<file path="config.mk">
export PLATFORM = sky130hd
export DESIGN_NAME = mem_word_arbiter
export DESIGN_NICKNAME = d
export VERILOG_FILES = /design/src/rtl/mem_word_arbiter.sv
export SDC_FILE = /design/constraint.sdc
export NUM_CORES = 1
export LEC_CHECK = 0
export CORE_MARGIN = 4
export CORE_UTILIZATION = 49
export DETAILED_ROUTE_END_ITERATION = 8
export GPL_TIMING_DRIVEN = 0
export PLACE_DENSITY = 0.95
export SETUP_SLACK_MARGIN = 0.4
export SYNTH_ARGS = -nofsm -noshare
export SYNTH_HDL_FRONTEND = slang
export SYNTH_SLANG_ARGS = --single-unit
</file>
<file path="constraint.sdc">
create_clock -name clk -period 7.48 [get_ports clk]
set_input_delay 1.122 -clock clk [delete_from_list [all_inputs] [get_ports clk]]
set_output_delay 1.122 -clock clk [all_outputs]
set_load 0.01 [all_outputs]
</file>
<file path="src/rtl/mem_word_arbiter.sv">
// Round-robin arbiter that shares a byte-wide data memory between two 32-bit word requesters
// (A = CPU, B = loader/DMA), sequencing each word as four little-endian byte accesses.
module mem_word_arbiter #(
  parameter int ADDR_W   = 32,
  parameter int READ_LAT = 1
) (
  input  logic              clk,
  input  logic              rst,
  input  logic              a_req,
  input  logic              a_we,
  input  logic [ADDR_W-1:0] a_addr,
  input  logic [31:0]       a_wdata,
  output logic              a_ack,
  input  logic              b_req,
  input  logic              b_we,
  input  logic [ADDR_W-1:0] b_addr,
  input  logic [31:0]       b_wdata,
  output logic              b_ack,
  output logic [31:0]       rd_data,
  output logic              busy,
  output logic              mem_we,
  output logic [ADDR_W-1:0] mem_addr,
  output logic [7:0]        mem_din,
  input  logic [7:0]        mem_dout
);

  typedef enum logic [1:0] {IDLE, ISSUE, DRAIN, DONE} state_t;

  localparam int DW = (READ_LAT > 1) ? $clog2(READ_LAT) : 1;

  state_t            state, state_nxt;
  logic [1:0]        byte_cnt;
  logic [DW-1:0]     drain_cnt;
  logic              we_q;
  logic [ADDR_W-1:0] base_q;
  logic [31:0]       wdata_q;
  logic              gnt_b;      // port of the current/last grant: 1 = B
  logic              grant;
  logic              grant_b;
  logic              issue_rd;
  logic              cap_en;
  logic [1:0]        cap_idx;
  logic [31:0]       rd_buf, rd_buf_nxt;

  // On a tie the port that did not win last time is granted.
  always_comb begin
    grant   = a_req | b_req;
    grant_b = b_req & (~a_req | ~gnt_b);
  end

  // NOTE: every variable written in an always_comb gets a default first, so no path can infer a latch.
  always_comb begin
    state_nxt = state;
    case (state)
      IDLE:  if (grant) state_nxt = ISSUE;
      ISSUE: if (byte_cnt == 2'd3) state_nxt = (we_q || READ_LAT == 0) ? DONE : DRAIN;
      DRAIN: if (drain_cnt == DW'(READ_LAT - 1)) state_nxt = DONE;
      DONE:  state_nxt = IDLE;
      default: state_nxt = IDLE;
    endcase
  end

  // Memory-side outputs decode straight from state, so an asynchronous reset drops mem_we at once.
  always_comb begin
    mem_we   = 1'b0;
    mem_addr = '0;
    mem_din  = '0;
    case (state)
      ISSUE: begin
        mem_we   = we_q;
        mem_addr = base_q + ADDR_W'(byte_cnt);
        mem_din  = wdata_q[8*byte_cnt +: 8];
      end
      DRAIN: mem_addr = base_q + ADDR_W'(3);
      default: ;
    endcase
  end

  assign a_ack    = (state == DONE) & ~gnt_b;
  assign b_ack    = (state == DONE) &  gnt_b;
  assign busy     = (state != IDLE);
  assign issue_rd = (state == ISSUE) & ~we_q;

  // NOTE: sequential state uses non-blocking assignments so every register samples pre-edge values.
  always_ff @(posedge clk or posedge rst) begin
    if (rst) begin
      state     <= IDLE;
      byte_cnt  <= '0;
      drain_cnt <= '0;
      we_q      <= 1'b0;
      base_q    <= '0;
      wdata_q   <= '0;
      gnt_b     <= 1'b1;
    end else begin
      state <= state_nxt;
      if (state == IDLE && grant) begin
        we_q     <= grant_b ? b_we : a_we;
        base_q   <= (grant_b ? b_addr : a_addr) & ~ADDR_W'(3);
        wdata_q  <= grant_b ? b_wdata : a_wdata;
        gnt_b    <= grant_b;
        byte_cnt <= '0;
      end else if (state == ISSUE) begin
        byte_cnt <= byte_cnt + 2'd1;
      end
      drain_cnt <= (state == DRAIN) ? drain_cnt + DW'(1) : '0;
    end
  end

  // Each issued read byte travels down a READ_LAT-deep tag pipe and is captured when it emerges.
  generate
    if (READ_LAT == 0) begin : g_comb_read
      assign cap_en  = issue_rd;
      assign cap_idx = byte_cnt;
    end else begin : g_pipe_read
      logic [READ_LAT-1:0] pipe_v;
      logic [1:0]          pipe_i [READ_LAT];

      always_ff @(posedge clk or posedge rst) begin
        if (rst) begin
          pipe_v <= '0;
          for (int k = 0; k < READ_LAT; k++) pipe_i[k] <= '0;
        end else begin
          pipe_v[0] <= issue_rd;
          pipe_i[0] <= byte_cnt;
          for (int k = 1; k < READ_LAT; k++) begin
            pipe_v[k] <= pipe_v[k-1];
            pipe_i[k] <= pipe_i[k-1];
          end
        end
      end

      assign cap_en  = pipe_v[READ_LAT-1];
      assign cap_idx = pipe_i[READ_LAT-1];
    end
  endgenerate

  always_comb begin
    rd_buf_nxt = rd_buf;
    if (cap_en) rd_buf_nxt[8*cap_idx +: 8] = mem_dout;
  end

  // rd_data only updates as a read enters DONE, so it holds the last completed read word.
  always_ff @(posedge clk or posedge rst) begin
    if (rst) begin
      rd_buf  <= '0;
      rd_data <= '0;
    end else begin
      rd_buf <= rd_buf_nxt;
      if (state_nxt == DONE && !we_q) rd_data <= rd_buf_nxt;
    end
  end

endmodule

</file>
==> results.json <==
{
  "synth_edf_count": 0,
  "die-area_sq_um": 14600,
  "leakage_nw": 4.15,
  "layoutNonFillerInstCount": 934,
  "power_mw": 3.64,
  "clk_path_buf_depth": 2,
  "grt_max_degree": 71,
  "grt_usage": 0.257,
  "dp_cells": 902,
  "report.final.slew_viol_count": 0,
  "num_io_pins": 218,
  "design.core.area_sq_um": 12200,
  "cts.sinks": 136,
  "port-buffer-count": 213,
  "drive_gt1_frac": 0.0796,
  "gp_congestion": 0.858,
  "drv_cap": 0,
  "fin_nets": 906,
  "syn2layout_area_growth_pct": 48.4,
  "period_needed_ps": 3900,
  "synthArstFlopShare": 1.00,
  "tritoncts": "done",
  "place_ws_ps": 4060,
  "cts_root_buf": "clkbuf_16",
  "crit_type": "reg2out",
  "fin_worst_skew_ps": 13.1,
  "synth_fp_nets": 673,
  "end_kind": "output port",
  "min_period_over_period": 0.521,
  "crit_slowest_cell": "clkdlybuf4s50_1",
  "numCtsBuffers": 17,
  "dpl.hpwl_um": 13800,
  "grt-ovfl-total": 0,
  "drtAntennaViolNets": 0,
  "hp-class": "reg2reg",
  "syn_area_per_cell_sq_um": 12.0,
  "tightest_slew_ps": 1000,
  "postCtsHoldBufs": 0,
  "path_cells": "inv_1 > ha_1 > o21a_1 > clkbuf_1 > and2_1 > clkdlybuf4s50_1",
  "antenna_found_initial": 0,
  "clk_latency_ps": 420,
  "relSlewSlack": 0.326,
  "seq_area_frac_synth": 0.546,
  "grt_first_pass_wirelength_um": 28600,
  "ctsResizeCount": 0,
  "tns_ps": 0,
  "n_antenna_cell": 0,
  "vias": 5143,
  "ys.flop_type": "dfrtp_1",
  "cpPeakStageDelay_ps": 560,
  "htreeDepth": 4,
  "cts_setup_buffers": 0,
  "drt_pass1_iterations": 5,
  "die_y_um": 121,
  "setup_viol": 0,
  "finalWorstSetupSlack_ps": 3580,
  "cts.reportedPaths.clkPinSlew_ps": 50,
  "die_x_um": 121,
  "synthCells": 520,
  "wl_um": 18400,
  "synthDistinctLibCells": 32,
  "fillers": 757,
  "rsz0062_at_grt": "false",
  "critical_path_arrival_ps": 2780,
  "status": "finished, final reports clean",
  "max_freq_mhz": 256,
  "power.density_nw_per_um2": 394,
  "routed_wire_length_per_instance_um": 19.7,
  "viasPerCell": 5.51,
  "rows": 40,
  "ys_warn_count": 0,
  "synth-seq-cells": 136,
  "grt_pass1_vias": 5504,
  "worstPathRequired_ps": 6360,
  "drc": 0,
  "hold_violations": 0,
  "synth.cell_area_sq_um": 6230,
  "start_util": 0.510,
  "vdd_drop_max_v": 0.000177,
  "crit_fanout": 10,
  "crit_path_start_kind": "flop",
  "drt_iter0_markers": 376
}
==> cell families after synthesis <==
kind of cell | Yosys count | synth area share
xor+xnor | 1 | 0.00141
flops | 136 | 0.546
compound gates | 106 | 0.109
fa+ha+maj | 11 | 0.0221
mux | 105 | 0.191
simple gates | 125 | 0.102
buf+inv | 36 | 0.0271
==> per-stage QoR <==
stage / utilization / hold WS, ps / instance area [sq um]
detailed placement: 0.705 / 399 / 8610
finish: 0.757 / 407 / 9250
CTS: 0.757 / 411 / 9250
floorplan: - / 375 / 6230
global route: 0.757 / 425 / 9250
global placement: 0.702 / 389 / 8570
==> layer usage <==
| metal | routed length (um) | track usage |
|---|---|---|
| met2 | 9610 | 0.461 |
| met1 | 6810 | 0.289 |
| met4 | 668 | 0.124 |
| met3 | 1330 | 0.0585 |
| met5 | 0 | 0 |
==> cells in the mapped netlist (all sizes together), types with 2 or more instances <==
master  instances  area [sq um]
a21oi           2          10.0
a22o           32           280
and2           40           250
buf            12          78.8
clkbuf         18          67.6
dfrtp         135          3380
ha             11           138
inv             6          22.5
mux2           33           372
mux2i          64           641
mux4            8           180
nand2          67           251
nand2b          2          12.5
nor2            5          18.8
nor2b           4          25.0
nor3            2          10.0
nor4            2          25.0
nor4b           2          38.8
o21a            3          22.5
o21ai          64           320
==> registers in the layout, summed over array words and instances, names as in the netlist <==
signal	cells
base_q	30
byte_cnt	2
cap_en	1
cap_idx	2
drain_cnt	1
gnt_b	1
rd_buf	32
rd_data	32
state	2
wdata_q	32
we_q	1
==> final cells by class <==
| type | count | area, sq um | share of cell area |
|---|---|---|---|
| Timing Repair Buffer | 214 | 2160 | 0.233 |
| Sequential cell | 136 | 3400 | 0.368 |
| Inverter | 6 | 27.5 | 0.00298 |
| Buffer | 30 | 146 | 0.0158 |
| Clock inverter | 9 | 164 | 0.0177 |
| Clock buffer | 23 | 478 | 0.0517 |
| Tap cell | 168 | 210 | 0.0227 |
| Multi-Input combinational cell | 348 | 2660 | 0.287 |
==> path summary, 6_finish.rpt <==
kind / cells past startpoint / to / slack, ps / startpoint
worst max register to register: 7 / base_q[23] / 4980 / state[0]
worst min register to register: 0 / cap_idx[0] / 410 / byte_cnt[0]
min in group asynchronous: 2 / base_q[16] / 1170 / rst
max in group asynchronous: 3 / rd_buf[25] / 5600 / rst
worst min-delay path: 0 / cap_idx[0] / 410 / byte_cnt[0]
worst max-delay path: 6 / mem_addr[5] / 3580 / state[0]
==> worst max-delay path: cells and delay by family (launching register included) <==
family	cells	cell delay (ps)
buf+inv	3	1100
simple gates	1	240
flops	1	430
compound gates	1	250
fa+ha+maj	1	340
==> where the power goes <==
group	switching (mW)	total (mW)	internal, mW
sequential	0.185	1.24	1.06
combinational	0.744	1.51	0.761
clock	0.310	0.898	0.588
total	1.24	3.64	2.40
==> cells in the final DEF (no fill, tap or decap), types with 5 or more instances in the layout <==
cell,instances
mux4_2,8
dfrtp_1,135
mux2i_1,64
mux2_1,30
buf_2,9
o21ai_0,63
nor2_1,5
ha_1,11
clkbuf_1,21
a22o_1,32
and2_1,40
inv_1,5
nand2_1,67
clkdlybuf4s50_1,213
clkbuf_16,17
Power figures use the tool's default switching activity.
